## src/rtl/axi4_mem_arbiter_pkg.sv

```systemverilog
// Shared types and constants for the IFU/LSU AXI4 master-port arbiter.
// Read FSM encoding, AXI burst/response codes, default IDs and channel field widths.
package axi4_mem_arbiter_pkg;

    localparam int AXI_LEN_W   = 8;
    localparam int AXI_SIZE_W  = 3;
    localparam int AXI_BURST_W = 2;
    localparam int AXI_RESP_W  = 2;

    localparam logic [AXI_BURST_W-1:0] AXI_BURST_INCR  = 2'b01;
    localparam logic [AXI_RESP_W-1:0]  AXI_RESP_OKAY   = 2'b00;
    localparam logic [AXI_RESP_W-1:0]  AXI_RESP_SLVERR = 2'b10;

    localparam int IFU_ID_DEFAULT = 0;
    localparam int LSU_ID_DEFAULT = 1;

    typedef enum logic [2:0] {
        RD_IDLE   = 3'd0,
        RD_AR_IFU = 3'd1,
        RD_R_IFU  = 3'd2,
        RD_AR_LSU = 3'd3,
        RD_R_LSU  = 3'd4
    } rd_state_t;

    typedef enum logic {
        REQ_IFU = 1'b0,
        REQ_LSU = 1'b1
    } req_sel_t;

    function automatic logic is_ifu_state(input rd_state_t s);
        return (s == RD_AR_IFU) || (s == RD_R_IFU);
    endfunction

endpackage

```

## src/rtl/axi4_rd_mux.sv

```systemverilog
// Combinational AR/R steering between the IFU and LSU read ports and the AXI4 master.
// The grant (sel_lsu) and phase come from the arbiter FSM; discard hides IFU beats and drains them.
module axi4_rd_mux
    import axi4_mem_arbiter_pkg::*;
#(
    parameter int ADDR_W = 32,
    parameter int DATA_W = 64,
    parameter int ID_W   = 4,
    parameter int IFU_ID = IFU_ID_DEFAULT,
    parameter int LSU_ID = LSU_ID_DEFAULT
) (
    input  logic                   ar_phase,
    input  logic                   r_phase,
    input  logic                   sel_lsu,
    input  logic                   discard,

    input  logic [ADDR_W-1:0]      ifu_araddr_i,
    input  logic [AXI_LEN_W-1:0]   ifu_arlen_i,
    input  logic [AXI_SIZE_W-1:0]  ifu_arsize_i,
    input  logic [AXI_BURST_W-1:0] ifu_arburst_i,
    output logic                   ifu_arready_o,
    input  logic [ADDR_W-1:0]      lsu_araddr_i,
    input  logic [AXI_LEN_W-1:0]   lsu_arlen_i,
    input  logic [AXI_SIZE_W-1:0]  lsu_arsize_i,
    input  logic [AXI_BURST_W-1:0] lsu_arburst_i,
    output logic                   lsu_arready_o,

    output logic                   ifu_rvalid_o,
    input  logic                   ifu_rready_i,
    output logic [DATA_W-1:0]      ifu_rdata_o,
    output logic [AXI_RESP_W-1:0]  ifu_rresp_o,
    output logic                   ifu_rlast_o,
    output logic                   lsu_rvalid_o,
    input  logic                   lsu_rready_i,
    output logic [DATA_W-1:0]      lsu_rdata_o,
    output logic [AXI_RESP_W-1:0]  lsu_rresp_o,
    output logic                   lsu_rlast_o,

    output logic                   io_master_arvalid,
    input  logic                   io_master_arready,
    output logic [ID_W-1:0]        io_master_arid,
    output logic [ADDR_W-1:0]      io_master_araddr,
    output logic [AXI_LEN_W-1:0]   io_master_arlen,
    output logic [AXI_SIZE_W-1:0]  io_master_arsize,
    output logic [AXI_BURST_W-1:0] io_master_arburst,
    input  logic                   io_master_rvalid,
    output logic                   io_master_rready,
    input  logic [DATA_W-1:0]      io_master_rdata,
    input  logic [AXI_RESP_W-1:0]  io_master_rresp,
    input  logic                   io_master_rlast
);

    always_comb begin
        io_master_arvalid = ar_phase;
        io_master_arid    = sel_lsu ? ID_W'(LSU_ID) : ID_W'(IFU_ID);
        io_master_araddr  = sel_lsu ? lsu_araddr_i  : ifu_araddr_i;
        io_master_arlen   = sel_lsu ? lsu_arlen_i   : ifu_arlen_i;
        io_master_arsize  = sel_lsu ? lsu_arsize_i  : ifu_arsize_i;
        io_master_arburst = sel_lsu ? lsu_arburst_i : ifu_arburst_i;

        ifu_arready_o = ar_phase & ~sel_lsu & io_master_arready;
        lsu_arready_o = ar_phase &  sel_lsu & io_master_arready;

        // A discarded IFU burst is invisible upstream and drained at full rate.
        ifu_rvalid_o     = r_phase & ~sel_lsu & ~discard & io_master_rvalid;
        lsu_rvalid_o     = r_phase &  sel_lsu & io_master_rvalid;
        io_master_rready = r_phase & (sel_lsu ? lsu_rready_i : (discard | ifu_rready_i));

        ifu_rdata_o = io_master_rdata;
        ifu_rresp_o = io_master_rresp;
        ifu_rlast_o = io_master_rlast;
        lsu_rdata_o = io_master_rdata;
        lsu_rresp_o = io_master_rresp;
        lsu_rlast_o = io_master_rlast;
    end

endmodule

```

## src/rtl/axi4_mem_arbiter.sv

```systemverilog
// Shares one AXI4 master port between the IFU (read-only) and the LSU (read/write).
// Define ARB_RR_EN for round-robin tie-breaking; default is fixed LSU priority.
module axi4_mem_arbiter
    import axi4_mem_arbiter_pkg::*;
#(
    parameter int ADDR_W = 32,
    parameter int DATA_W = 64,
    parameter int ID_W   = 4,
    parameter int IFU_ID = IFU_ID_DEFAULT,
    parameter int LSU_ID = LSU_ID_DEFAULT
) (
    input  logic                   clock,
    input  logic                   reset,
    input  logic                   ifu_flush_i,

    input  logic                   ifu_arvalid_i,
    output logic                   ifu_arready_o,
    input  logic [ADDR_W-1:0]      ifu_araddr_i,
    input  logic [AXI_LEN_W-1:0]   ifu_arlen_i,
    input  logic [AXI_SIZE_W-1:0]  ifu_arsize_i,
    input  logic [AXI_BURST_W-1:0] ifu_arburst_i,
    output logic                   ifu_rvalid_o,
    input  logic                   ifu_rready_i,
    output logic [DATA_W-1:0]      ifu_rdata_o,
    output logic [AXI_RESP_W-1:0]  ifu_rresp_o,
    output logic                   ifu_rlast_o,

    input  logic                   lsu_arvalid_i,
    output logic                   lsu_arready_o,
    input  logic [ADDR_W-1:0]      lsu_araddr_i,
    input  logic [AXI_LEN_W-1:0]   lsu_arlen_i,
    input  logic [AXI_SIZE_W-1:0]  lsu_arsize_i,
    input  logic [AXI_BURST_W-1:0] lsu_arburst_i,
    output logic                   lsu_rvalid_o,
    input  logic                   lsu_rready_i,
    output logic [DATA_W-1:0]      lsu_rdata_o,
    output logic [AXI_RESP_W-1:0]  lsu_rresp_o,
    output logic                   lsu_rlast_o,

    input  logic                   lsu_awvalid_i,
    output logic                   lsu_awready_o,
    input  logic [ADDR_W-1:0]      lsu_awaddr_i,
    input  logic [AXI_LEN_W-1:0]   lsu_awlen_i,
    input  logic [AXI_SIZE_W-1:0]  lsu_awsize_i,
    input  logic [AXI_BURST_W-1:0] lsu_awburst_i,
    input  logic                   lsu_wvalid_i,
    output logic                   lsu_wready_o,
    input  logic [DATA_W-1:0]      lsu_wdata_i,
    input  logic [DATA_W/8-1:0]    lsu_wstrb_i,
    input  logic                   lsu_wlast_i,
    output logic                   lsu_bvalid_o,
    input  logic                   lsu_bready_i,
    output logic [AXI_RESP_W-1:0]  lsu_bresp_o,

    output logic                   io_master_arvalid,
    input  logic                   io_master_arready,
    output logic [ID_W-1:0]        io_master_arid,
    output logic [ADDR_W-1:0]      io_master_araddr,
    output logic [AXI_LEN_W-1:0]   io_master_arlen,
    output logic [AXI_SIZE_W-1:0]  io_master_arsize,
    output logic [AXI_BURST_W-1:0] io_master_arburst,
    input  logic                   io_master_rvalid,
    output logic                   io_master_rready,
    input  logic [ID_W-1:0]        io_master_rid,
    input  logic [DATA_W-1:0]      io_master_rdata,
    input  logic [AXI_RESP_W-1:0]  io_master_rresp,
    input  logic                   io_master_rlast,
    output logic                   io_master_awvalid,
    input  logic                   io_master_awready,
    output logic [ID_W-1:0]        io_master_awid,
    output logic [ADDR_W-1:0]      io_master_awaddr,
    output logic [AXI_LEN_W-1:0]   io_master_awlen,
    output logic [AXI_SIZE_W-1:0]  io_master_awsize,
    output logic [AXI_BURST_W-1:0] io_master_awburst,
    output logic                   io_master_wvalid,
    input  logic                   io_master_wready,
    output logic [DATA_W-1:0]      io_master_wdata,
    output logic [DATA_W/8-1:0]    io_master_wstrb,
    output logic                   io_master_wlast,
    input  logic                   io_master_bvalid,
    output logic                   io_master_bready,
    input  logic [ID_W-1:0]        io_master_bid,
    input  logic [AXI_RESP_W-1:0]  io_master_bresp,

    output logic                   burst_err_o,
    output logic [2:0]             rd_state_o
);

    rd_state_t              state_q, state_d;
    logic [AXI_LEN_W-1:0]   beat_cnt_q;
    logic                   discard_q;
    logic                   wr_pending_q;
    logic                   burst_err_q;

    logic ar_phase, r_phase, sel_lsu, discard;
    logic ar_hs, r_hs, r_last_hs, aw_hs, b_hs;
    logic lsu_rd_req, pick_lsu;
    logic unused_ids;

    // Read IDs are informational only: one read is outstanding at a time.
    assign unused_ids = ^{io_master_rid, io_master_bid};

    assign ar_phase  = (state_q == RD_AR_IFU) || (state_q == RD_AR_LSU);
    assign r_phase   = (state_q == RD_R_IFU)  || (state_q == RD_R_LSU);
    assign sel_lsu   = (state_q == RD_AR_LSU) || (state_q == RD_R_LSU);
    assign discard   = discard_q | (ifu_flush_i & is_ifu_state(state_q));

    assign ar_hs     = io_master_arvalid & io_master_arready;
    assign r_hs      = r_phase & io_master_rvalid & io_master_rready;
    assign r_last_hs = r_hs & io_master_rlast;
    assign aw_hs     = io_master_awvalid & io_master_awready;
    assign b_hs      = io_master_bvalid & io_master_bready;

    // An LSU read may not overtake its own unacknowledged write.
    assign lsu_rd_req = lsu_arvalid_i & ~wr_pending_q & ~aw_hs;

`ifdef ARB_RR_EN
    req_sel_t rr_ptr_q;

    assign pick_lsu = lsu_rd_req & (~ifu_arvalid_i | (rr_ptr_q == REQ_LSU));

    always_ff @(posedge clock) begin
        if (reset) begin
            rr_ptr_q <= REQ_IFU;
        end else if (r_last_hs) begin
            rr_ptr_q <= (state_q == RD_R_LSU) ? REQ_IFU : REQ_LSU;
        end
    end
`else
    assign pick_lsu = lsu_rd_req;
`endif

    always_comb begin
        state_d = state_q;
        case (state_q)
            RD_IDLE: begin
                if (pick_lsu)           state_d = RD_AR_LSU;
                else if (ifu_arvalid_i) state_d = RD_AR_IFU;
            end
            // arvalid is raised on entry, so a flush here is recorded as discard
            // rather than withdrawing the request.
            RD_AR_IFU: if (ar_hs)     state_d = RD_R_IFU;
            RD_R_IFU:  if (r_last_hs) state_d = RD_IDLE;
            RD_AR_LSU: if (ar_hs)     state_d = RD_R_LSU;
            RD_R_LSU:  if (r_last_hs) state_d = RD_IDLE;
            default:                  state_d = RD_IDLE;
        endcase
    end

    always_ff @(posedge clock) begin
        if (reset) begin
            state_q      <= RD_IDLE;
            beat_cnt_q   <= '0;
            discard_q    <= 1'b0;
            wr_pending_q <= 1'b0;
            burst_err_q  <= 1'b0;
        end else begin
            state_q <= state_d;

            if (ar_hs) begin
                beat_cnt_q <= io_master_arlen;
            end else if (r_hs) begin
                if (io_master_rlast)       beat_cnt_q <= '0;
                else if (beat_cnt_q != '0) beat_cnt_q <= beat_cnt_q - 8'd1;
            end

            // Sticky: rlast early/late relative to the requested length.
            if (r_hs && ((io_master_rlast && beat_cnt_q != '0) ||
                         (!io_master_rlast && beat_cnt_q == '0))) begin
                burst_err_q <= 1'b1;
            end

            if (state_d == RD_IDLE)                          discard_q <= 1'b0;
            else if (ifu_flush_i && is_ifu_state(state_q))   discard_q <= 1'b1;

            if (aw_hs)     wr_pending_q <= 1'b1;
            else if (b_hs) wr_pending_q <= 1'b0;
        end
    end

    assign burst_err_o = burst_err_q;
    assign rd_state_o  = state_q;

    axi4_rd_mux #(
        .ADDR_W (ADDR_W),
        .DATA_W (DATA_W),
        .ID_W   (ID_W),
        .IFU_ID (IFU_ID),
        .LSU_ID (LSU_ID)
    ) u_rd_mux (
        .ar_phase          (ar_phase),
        .r_phase           (r_phase),
        .sel_lsu           (sel_lsu),
        .discard           (discard),
        .ifu_araddr_i      (ifu_araddr_i),
        .ifu_arlen_i       (ifu_arlen_i),
        .ifu_arsize_i      (ifu_arsize_i),
        .ifu_arburst_i     (ifu_arburst_i),
        .ifu_arready_o     (ifu_arready_o),
        .lsu_araddr_i      (lsu_araddr_i),
        .lsu_arlen_i       (lsu_arlen_i),
        .lsu_arsize_i      (lsu_arsize_i),
        .lsu_arburst_i     (lsu_arburst_i),
        .lsu_arready_o     (lsu_arready_o),
        .ifu_rvalid_o      (ifu_rvalid_o),
        .ifu_rready_i      (ifu_rready_i),
        .ifu_rdata_o       (ifu_rdata_o),
        .ifu_rresp_o       (ifu_rresp_o),
        .ifu_rlast_o       (ifu_rlast_o),
        .lsu_rvalid_o      (lsu_rvalid_o),
        .lsu_rready_i      (lsu_rready_i),
        .lsu_rdata_o       (lsu_rdata_o),
        .lsu_rresp_o       (lsu_rresp_o),
        .lsu_rlast_o       (lsu_rlast_o),
        .io_master_arvalid (io_master_arvalid),
        .io_master_arready (io_master_arready),
        .io_master_arid    (io_master_arid),
        .io_master_araddr  (io_master_araddr),
        .io_master_arlen   (io_master_arlen),
        .io_master_arsize  (io_master_arsize),
        .io_master_arburst (io_master_arburst),
        .io_master_rvalid  (io_master_rvalid),
        .io_master_rready  (io_master_rready),
        .io_master_rdata   (io_master_rdata),
        .io_master_rresp   (io_master_rresp),
        .io_master_rlast   (io_master_rlast)
    );

    // Write channels belong to the LSU alone and pass straight through.
    assign io_master_awvalid = lsu_awvalid_i;
    assign lsu_awready_o     = io_master_awready;
    assign io_master_awid    = ID_W'(LSU_ID);
    assign io_master_awaddr  = lsu_awaddr_i;
    assign io_master_awlen   = lsu_awlen_i;
    assign io_master_awsize  = lsu_awsize_i;
    assign io_master_awburst = lsu_awburst_i;
    assign io_master_wvalid  = lsu_wvalid_i;
    assign lsu_wready_o      = io_master_wready;
    assign io_master_wdata   = lsu_wdata_i;
    assign io_master_wstrb   = lsu_wstrb_i;
    assign io_master_wlast   = lsu_wlast_i;
    assign lsu_bvalid_o      = io_master_bvalid;
    assign io_master_bready  = lsu_bready_i;
    assign lsu_bresp_o       = io_master_bresp;

endmodule

```

## config.mk

```make
export PLATFORM = sky130hd
export DESIGN_NAME = axi4_mem_arbiter
export DESIGN_NICKNAME = d
export VERILOG_FILES = /design/src/rtl/axi4_mem_arbiter_pkg.sv /design/src/rtl/axi4_rd_mux.sv /design/src/rtl/axi4_mem_arbiter.sv
export SDC_FILE = /design/constraint.sdc
export NUM_CORES = 1
export LEC_CHECK = 0
export ABC_AREA = 0
export BUFFER_PORTS_ARGS = -buffer_cell sky130_fd_sc_hd__clkbuf_2
export CAP_MARGIN = 15
export CORE_AREA = 2 2 244 246
export CTS_CLUSTER_SIZE = 20
export DETAILED_ROUTE_END_ITERATION = 10
export DIE_AREA = 0 0 246 248
export MAX_ROUTING_LAYER = met4
export PLACE_DENSITY_LB_ADDON = 0.08
export SETUP_SLACK_MARGIN = 0.05
export SLEW_MARGIN = 20
export SYNTH_ARGS = -nofsm -noshare
export SYNTH_HDL_FRONTEND = slang
export SYNTH_SLANG_ARGS = --single-unit
```

## constraint.sdc

```tcl
create_clock -name clock -period 1.9 [get_ports clock]
set_input_delay 0.285 -clock clock [delete_from_list [all_inputs] [get_ports clock]]
set_output_delay 0.285 -clock clock [all_outputs]
set_load 0.02 [all_outputs]
```

==> summary.txt, run 1 <==
CTS
  • Clock latency at the later pin of the worst-skew pair: about 0.26 ns
  • CTS tree: yes
  • Clk root buf: clkbuf_16
  • Hold_buf cts: 0
  • H-tree Lvls: 1
  • TritonCTS Buffers: 3
  • Clk sinks: 14
  • Clock buffer depth: 2
  • Clk slew on worst S/H paths: 0.06 ns

Timing
  • Hold WS: 0.303 ns
  • Max-slew violations: 0
  • Final Skew: approximately 0.006 ns
  • Fin. Hold Viols: 0
  • RSZ-0062 raised after global routing: yes
  • Worst slew margin: 65.2%
  • Min cycle time layout: 2.25 ns
  • Actual slew at the worst max-slew pin: 0.508 ns
  • Setup violations, final: 54
  • Setup tns final: -13.35 ns
  • Fin crit share: 118%
  • Final worst slack: -0.350 ns
  • Max Clock Freq: 445 MHz

Detailed routing
  • Initial drt markers: 39
  • Final WL: 14.9 mm
  • Total DRC errors in the routed layout: 0
  • Vias post-DR: roughly 2.7k
  • ANT nets after route: 0
  • Number of vias per cell: 2.24
  • Drt pass-1 iters: 4
  • Drt wl/cell: 12.5 um

Final layout
  • Area growth from synthesis to layout: 36.6%
  • Area of the multi-input gates: 1490 um2
  • Final core occ: 8.21%
  • Most frequent cells in the layout: 117 x clkbuf_2, 52 x buf_4, 39 x mux2_4, 34 x buf_6, 25 x buf_8
  • Commonest non-fill, non-tap cell in the layout: clkbuf_2
  • Sequential Area: 292 um2
  • Fill cells: roughly 7k
  • Fin area: roughly 4800 um2
  • Fin nets: 719
  • Finished Layout Cells: ~1.2k
  • Ant diodes: 0
  • Share of cells above drive strength 1: ~79%

Logic synthesis
  • Seq cells post-synth: 14
  • Cell area after synthesis: 3510 um2
  • Synth Instances: 445
  • Syn avg cell area: 7.90 um2
  • EDFF count, synth: 0
  • Yosys warning total: 0
  • FFs w/ async S/R, synth: 0%
  • Ys flop type: dfxtp_1
  • Post-synthesis sequential area ratio: 7.98%
  • Synth unique cells: 44

Min path
  • Hold Crit Endpoint: wr_pending_q
  • Hold Path Origin: io_master_awready
  • Hold Crit Class: in -> reg
  • Hold Crit Depth: 3

Placement
  • Post-DP Area: 3690 um2
  • Setup Slack @ Placement: -0.213 ns
  • IO Port Bufs: 165
  • DP Wirelength: approximately 12 mm
  • # placed instances: 1156
  • Placer congestion estimate: 0.611

Setup path
  • CP Capture Type: output pin
  • Type of the worst setup path: reg -> out
  • FF-to-FF path depth: 9
  • Worst Path Required: 1.62 ns
  • Setup crit start kind: register
  • Critical R2R Launch: rd_state_o[1]
  • Critical path peak fanout: 8
  • CP Data Arrival Time: 1.96 ns
  • Register-to-register setup slack: -0.18 ns
  • Worst R2R End: beat_cnt_q[6]
  • Critical path origin: rd_state_o[0]

Power
  • Part of the power in registers: a little over an eighth
  • Comb power frac: 67.8%
  • Overall power: between 2 and 3 mW
  • Max VDD drop: 0.000311 V
  • Power Density: 561 nW/um2
  • Internal Dissipation: 1.65 mW
  • P_sw: 1.04 mW
  • Sw frac: 38.6%
  • Clk pwr share: 18.5%
  • Static Leakage: between 2 and 2.5 nW

Floorplan
  • Core footprint: 58500 um2
  • DIE AREA: 61000 um2
  • Initial Util: about 6%
  • Row count: 89
  • Die Width: 246 um
  • I/O pin count: 623
  • Die span in y: 248 um

Outcome
  • Status: finished with violations
  • Violated checks: negative setup slack

GRT
  • Gr busiest metal: met2
  • First-pass GRT wire length: 19.1 mm
  • Vias in the first global route: approximately 2.8k
  • Antenna violations before repair: 0
  • Largest net degree at the start of global routing: 18
  • Met3 Resource Use GR: 2.74%
  • GR Util met2: 7.00%
  • Grt total ovfl: 0
  • M1 GR Usage: 4.20%
  • Global Route Usage Sum: 4.50%

Run
  • Max Cap Viol: 0
-- how the worst max path moves through the flow --
stage | end | cells past startpoint | slack, ns
6_report | io_master_araddr[0] | 7 | -0.35
3_5_place_dp | beat_cnt_q[0] | 7 | -0.21
2_1_floorplan | io_master_araddr[22] | 6 | -0.09
5_1_grt | io_master_araddr[0] | 7 | -0.42
4_1_cts | io_master_araddr[18] | 6 | -0.39
3_3_place_gp | beat_cnt_q[0] | 7 | -0.22
-- state kept, by name, summed over array words and instances, names as in the netlist --
name	flops
beat_cnt_q	8
rd_state_o	3
burst_err_o	1
discard_q	1
wr_pending_q	1
-- power by group through the flow --
stage / logic, mW / clock network (mW) / registers (mW)
after detailed placement: 1.29 / 0 / 0.377
final: 1.83 / 0.498 / 0.369
after global routing: 1.97 / 0.536 / 0.375
after global placement: 1.32 / 0 / 0.378
after floorplan: 1.47 / 0 / 0.381
after CTS: 1.65 / 0.529 / 0.369
-- cell families (layout without fill, tap and decap cells) --
logic type	Yosys count	count (layout)	share of synthesized area [%]
AOI/OAI and AO/OA	34	34	7.51
xor gates and xnor gates	3	3	0.748
adders and majority gates	2	2	0.712
buffers and inverters	288	254	60.1
DFF	14	14	7.98
muxes	45	45	14.5
other	2	7	0.214
and+or+nand+nor	57	57	8.26
-- layout make-up --
type,instances,area share (%)
multi-input combinational,148,31.0
timing repair buffer,241,40.1
tap,773,20.1
sequential,14,6.07
clock buffer,4,1.85
inverter,9,0.756
-- critical path, cell delays in order, from the launching register on --
cell and delay, ns:
dfxtp_4 0.34, or3b_4 0.41, o21ai_4 0.08, buf_12 0.17, buf_6 0.12, buf_8 0.12
mux2_4 0.31, buf_8 0.13
-- layer usage --
layer	wire, um	up-vias
met4	928	0
met1	4990	1147
met2	6770	306
met3	2210	89
li1	-	1124
met5	0	-
-- Yosys cell counts (2+ instances only) --
master | instances | area share, %
a211oi_1 | 2 | 0.43
a21o_1 | 2 | 0.43
a21oi_1 | 6 | 0.85
a31oi_1 | 2 | 0.36
a32oi_1 | 2 | 0.50
buf_2 | 4 | 0.57
buf_4 | 271 | 58
clkbuf_1 | 3 | 0.32
conb_1 | 2 | 0.21
dfxtp_1 | 14 | 8.0
ha_1 | 2 | 0.71
inv_1 | 9 | 0.96
mux2_2 | 43 | 14
nand2_1 | 14 | 1.5
nand2b_1 | 3 | 0.53
nand3_1 | 4 | 0.57
nor2_1 | 19 | 2.0
nor3_1 | 5 | 0.71
o211ai_1 | 8 | 1.7
o21ai_0 | 2 | 0.28
o41ai_1 | 2 | 0.50
or4_1 | 3 | 0.64
xor2_1 | 2 | 0.50
-- repair_timing --
item	4_1_cts	5_1_grt
resized for setup	110	119
cloned	1	1
pin swaps	8	9
setup endpoints to repair	57	60
setup buffers	18	15
No activity file was read; power rests on OpenSTA's default activity.
==> run 2, diff against run 1 <==
- CORE_AREA: 2 2 244 246 -> 2 2 245 247
- DIE_AREA: 0 0 246 248 -> 0 0 247 249
- clock period: 1.9 -> 2.5 ns (I/O delays scaled with it)
==> run 2 against run 1 <==
Against the previous run: the flow now finishes without violations; largest power group unchanged; critical path type unchanged; worst setup slack improved by 0.47 ns; critical endpoint is now io_master_araddr[7]; register-to-register slack better by 0.59 ns; worst hold slack gained 0.11 ns; clock power decreased by 32%; clock skew shrank 0.0031 ns; sequential power shrank 21%.
==> summary.txt, run 2 (synthesized netlist as in run 1, its figures left out) <==
Timing
  • Setup tns final: 0 ns
  • Final worst slack: approximately 0.12 ns
  • RSZ-0062 raised after global routing: yes
  • Final Skew: roughly 0.003 ns
  • Max-slew violations: 0
  • Fin. Hold Viols: 0
  • Worst slew margin: about three fifths
  • Min cycle time layout: approximately 2.4 ns
  • Actual slew at the worst max-slew pin: 0.601 ns
  • Fin crit share: between 90% and 100%
  • Max Clock Freq: around 420 MHz
  • Setup violations, final: 0

GRT
  • Met3 Resource Use GR: under 10%
  • Grt total ovfl: 0
  • Gr busiest metal: met2
  • GR Util met2: 6.51%
  • M1 GR Usage: 4.19%
  • Largest net degree at the start of global routing: 28
  • Antenna violations before repair: 2
  • First-pass GRT wire length: 18.3 mm
  • Vias in the first global route: 2550
  • Global Route Usage Sum: 4.35%

Setup path
  • CP Data Arrival Time: 2.01 ns
  • FF-to-FF path depth: 7
  • Type of the worst setup path: reg -> out
  • Delay of the slowest cell on the worst path: 0.42 ns
  • Largest delay share family, worst path: buffers and inverters
  • Critical path origin: rd_state_o[1]
  • Critical path buffer and inverter count: 3
  • Setup crit start kind: register
  • Worst Path Required: approximately 2.1 ns
  • Register-to-register setup slack: 0.41 ns
  • Critical-path cell list: or3b_4 > o21ai_4 > buf_12 > buf_16 > mux2_2 > clkbuf_2
  • Critical-path top delay cell: or3b_4
  • Worst R2R End: beat_cnt_q[4]
  • CP Capture Type: output pin
  • Critical path peak fanout: 14
  • Critical R2R Launch: rd_state_o[2]

Final layout
  • Share of cells above drive strength 1: 67.6%
  • Final core occ: 6.14%
  • Area growth from synthesis to layout: 2.64%
  • Fin nets: 665
  • Commonest non-fill, non-tap cell in the layout: clkbuf_2
  • Most frequent cells in the layout: 163 x clkbuf_2, 37 x mux2_2, 19 x nor2_1, 17 x buf_4, 14 x nand2_1
  • Fill cells: 6953
  • Max reg flops: 8
  • Largest Register: beat_cnt_q
  • Finished Layout Cells: 1136

Min path
  • Hold Crit Class: in -> reg
  • Hold Crit Endpoint: wr_pending_q
  • Hold Crit Depth: 4
  • Hold Path Origin: io_master_bvalid

CTS
  • H-tree Lvls: 1
  • Clk slew on worst S/H paths: 0.06 ns
  • TritonCTS Buffers: 3
  • Clock buffer depth: 2
  • CTS tree: yes
  • Clock latency at the later pin of the worst-skew pair: 0.26 ns
  • Hold_buf cts: 0
  • Clk sinks: 14
  • Clk root buf: clkbuf_16

Placement
  • DP Wirelength: 12.2 mm
  • # placed instances: 1128
  • IO Port Bufs: 165
  • Setup Slack @ Placement: 0.199 ns
  • Placer congestion estimate: 0.602

Power
  • Static Leakage: around 1.4 nW
  • Power Density: 419 nW/um2
  • Max VDD drop: 0.000205 V

Detailed routing
  • Drt pass-1 iters: 4
  • Initial drt markers: 46
  • Vias post-DR: between 2k and 2.5k
  • Total DRC errors in the routed layout: 0
  • Final WL: 14.3 mm
  • Number of vias per cell: 2.14
  • Drt wl/cell: 12.6 um
  • ANT nets after route: 0

Outcome
  • Status: completed

Floorplan
  • Initial Util: under 10%
  • DIE AREA: approximately 62000 um2
  • I/O pin count: 623
  • Die span in y: 249 um
  • Row count: 89
  • Die Width: between 200 and 250 um
  • Core footprint: 58700 um2

Run
  • Max Cap Viol: 0
[run 2: power by group]
group / total (mW) / switching, mW / internal, mW / leakage (nW)
Clock: 0.339 / 0.127 / 0.211 / 0.0370
Sequential: 0.290 / 0.0363 / 0.254 / 0.115
Combinational: 0.883 / 0.490 / 0.393 / 1.29
[run 2: worst max path at each step]
stage / end / slack (ns) / cells after the start
CTS: io_master_araddr[7] / 0.04 / 6
finish: io_master_araddr[7] / 0.12 / 6
global route: io_master_arlen[6] / 0.04 / 6
global placement: io_master_arlen[2] / 0.19 / 5
detailed placement: io_master_arlen[2] / 0.20 / 5
floorplan: io_master_araddr[22] / 0.17 / 6
[run 2: timing repair]
item                                    CTS  global route
endpoints found under the setup margin   37            31
hold endpoints to repair                  0             0
setup buffers                             2             0
cloned                                    0             1
pin swaps                                 1             0
resized for setup                         6             7
[run 2: metal layers]
layer	vias to the layer above	routed length, um
met5	-	0
met3	91	2210
met1	1047	4880
met2	276	6110
met4	0	1140
li1	1019	-
[run 2: area by class of cell]
class	instances	area [um2]	area share [%]
Sequential cell	14	283	7.84
Clock buffer	3	75.1	2.08
Inverter	9	33.8	0.937
Multi-Input combinational cell	148	1180	32.6
Tap cell	773	967	26.8
Timing Repair Buffer	187	1070	29.6
Antenna cell	2	5.00	0.139
[run 2: per-stage QoR]
step           hold slack (ns)  total power, mW  cell area, um2
2_1_floorplan            0.431             1.39            3530
6_report                 0.415             1.51            3610
4_1_cts                  0.408             1.54            3560
3_3_place_gp             0.452             1.18            3430
5_1_grt                  0.451             1.64            3610
3_5_place_dp             0.442             1.17            3430
[run 2: tightest hold or removal path, cell delays in order]
cell      delay [ns]
clkbuf_2        0.08
nand2_1         0.05
nand2_1         0.06
a21oi_1         0.05
==> run 3, diff against run 2 <==
==> constraint.sdc (replaced) <==
create_clock -name clock -period 2.5 [get_ports clock]
set_input_delay 0.75 -clock clock [delete_from_list [all_inputs] [get_ports clock]]
set_output_delay 0.75 -clock clock [all_outputs]
set_load 0.02 [all_outputs]
==> run 3 against run 2 <==
Against the previous run: the run now ends with negative setup slack left; die area is the same; flip-flop and latch count stayed put; clock-buffer cell count grew 1; worst hold slack better by 0.035 ns; final cell count increased by 2.2%; worst setup slack worse by 0.27 ns; clock skew increased by 0.0060 ns; non-clock buffer count is 26 higher; fmax down 10%; final area is 19% higher; combinational power rose by 29%; critical path depth unchanged.
==> summary.txt, run 3 (synthesized netlist as in run 1, its figures left out) <==
GRT
  • Met3 Resource Use GR: 2.33%
  • Vias in the first global route: 2557
  • Global Route Usage Sum: 4.31%
  • Grt total ovfl: 0
  • Largest net degree at the start of global routing: 15
  • GR Util met2: between 6 and 7%
  • Antenna violations before repair: 0
  • Gr busiest metal: met2
  • First-pass GRT wire length: 18.2 mm
  • M1 GR Usage: 4.40%

Setup path
  • Type of the worst setup path: reg -> out
  • Setup crit start kind: register
  • Critical-path top delay cell: or3b_4
  • Largest delay share family, worst path: buffers and inverters
  • CP Data Arrival Time: 1.91 ns
  • Delay of the slowest cell on the worst path: 0.39 ns
  • Critical path peak fanout: 8
  • CP Capture Type: output pin
  • Critical-path cell list: or3b_4 > o21ai_4 > buf_12 > clkbuf_16 > mux2_4 > buf_6
  • Critical path buffer and inverter count: 3
  • Worst Path Required: 1.75 ns

Final layout
  • Finished Layout Cells: 1161
  • Most frequent cells in the layout: 120 x clkbuf_2, 44 x mux2_4, 41 x buf_6, 39 x buf_4, 19 x nor2_1
  • Fin nets: 691
  • Final core occ: 7.32%
  • Commonest non-fill, non-tap cell in the layout: clkbuf_2
  • Area growth from synthesis to layout: 22.2%
  • Share of cells above drive strength 1: 71.4%
  • Largest Register: beat_cnt_q
  • Ant diodes: 0
  • Max reg flops: 8

Power
  • Power Density: ~410 nW/um2
  • Part of the power in registers: ~16%
  • Comb power frac: 64.2%
  • Static Leakage: 1.79 nW
  • Internal Dissipation: 1.09 mW
  • P_sw: 0.687 mW
  • Max VDD drop: 0.000214 V
  • Clk pwr share: 20.1%
  • Sw frac: between 30% and 40%

CTS
  • Clk root buf: clkbuf_16
  • Clock latency at the later pin of the worst-skew pair: 0.25 ns
  • CTS tree: yes
  • Clk sinks: 14
  • Hold_buf cts: 0
  • Clk slew on worst S/H paths: 0.05 ns
  • H-tree Lvls: 1
  • TritonCTS Buffers: 3
  • Clock buffer depth: 2

Timing
  • Min cycle time layout: 2.66 ns
  • Final Skew: roughly 0.009 ns
  • Hold WS: 0.449 ns
  • Max Clock Freq: approximately 380 MHz
  • Actual slew at the worst max-slew pin: 0.638 ns
  • RSZ-0062 raised after global routing: yes
  • Fin crit share: 106%
  • Fin. Hold Viols: 0
  • Final worst slack: -0.158 ns
  • Setup tns final: -4.76 ns
  • Max-slew violations: 0
  • Worst slew margin: 57.1%
  • Setup violations, final: 45

Outcome
  • Status: finished with violations
  • Violated checks: negative setup slack

Floorplan
  • Die Width: ~250 um
  • Initial Util: 5.99%
  • I/O pin count: just over 600
  • DIE AREA: 61500 um2
  • Die span in y: 249 um
  • Core footprint: 58700 um2
  • Row count: approximately 90

Placement
  • # placed instances: approximately 1.1k
  • Placer congestion estimate: 0.605
  • Setup Slack @ Placement: -0.0861 ns
  • DP Wirelength: 12.1 mm
  • IO Port Bufs: 165

Detailed routing
  • Number of vias per cell: 2.17
  • Total DRC errors in the routed layout: 0
  • Vias post-DR: 2522
  • ANT nets after route: 0
  • Final WL: between 10 and 15 mm
  • Drt pass-1 iters: 4
  • Drt wl/cell: 12.4 um
  • Initial drt markers: 51

Run
  • Max Cap Viol: 0

Min path
  • Hold Crit Class: reg -> reg
run 3: cell types whose count changed in the layout (fill, tap and decap cells not counted), moves of 2 or more:
cell      previous run  this run
mux2_4               7        44
buf_6                0        41
buf_8                0         5
buf_4               17        39
buf_12               3         6
clkbuf_2           163       120
diode_2              2         0
mux2_2              37         0
nor3_2               0         2
nor3_1               5         3
run 3: layer usage:
metal | vias up | wire, um
li1 | 1068 | -
met1 | 1096 | 5280
met2 | 269 | 5980
met3 | 89 | 2050
met4 | 0 | 1110
met5 | - | 0
run 3: final cells by class:
type | count | area [um2]
timing repair buffer | 213 | 1580
clock buffer | 4 | 88.8
sequential | 14 | 287
multi-input combinational | 148 | 1340
inverter | 9 | 33.8
fill | 6891 | 54400
tap | 773 | 967
run 3: per-stage QoR:
stage               area, um2  total power [mW]
global route             4290              1.91
detailed placement       3600              1.21
finish                   4290              1.78
CTS                      3830              1.66
floorplan                3590              1.41
global placement         3600              1.23
run 3: timing repair:
| action | CTS | global route |
|---|---|---|
| endpoints found under the setup margin | 47 | 48 |
| resized for setup | 18 | 169 |
| cloned | 1 | 1 |
| setup buffers | 7 | 8 |
run 3: final timing paths:
check | cells past startpoint | slack, ns | start | end
min reg2reg | 2 | 0.45 | wr_pending_q | wr_pending_q
max reg2reg | 9 | 0.21 | rd_state_o[2] | beat_cnt_q[5]
max | 6 | -0.16 | rd_state_o[2] | io_master_araddr[25]
min | 2 | 0.45 | wr_pending_q | wr_pending_q
run 3: power groups by stage:
stage                     clock network, mW  logic [mW]  registers, mW
after floorplan                           0        1.12          0.290
after global placement                    0       0.941          0.288
after detailed placement                  0       0.930          0.285
after CTS                             0.383       0.995          0.280
after global routing                  0.387        1.24          0.282
final                                 0.358        1.14          0.279
run 3: tightest hold or removal path, delay by kind of cell (launching register included):
kind / cells / cell delay, ns
compound gates: 1 / 0.05
flops: 1 / 0.30
simple gates: 1 / 0.05
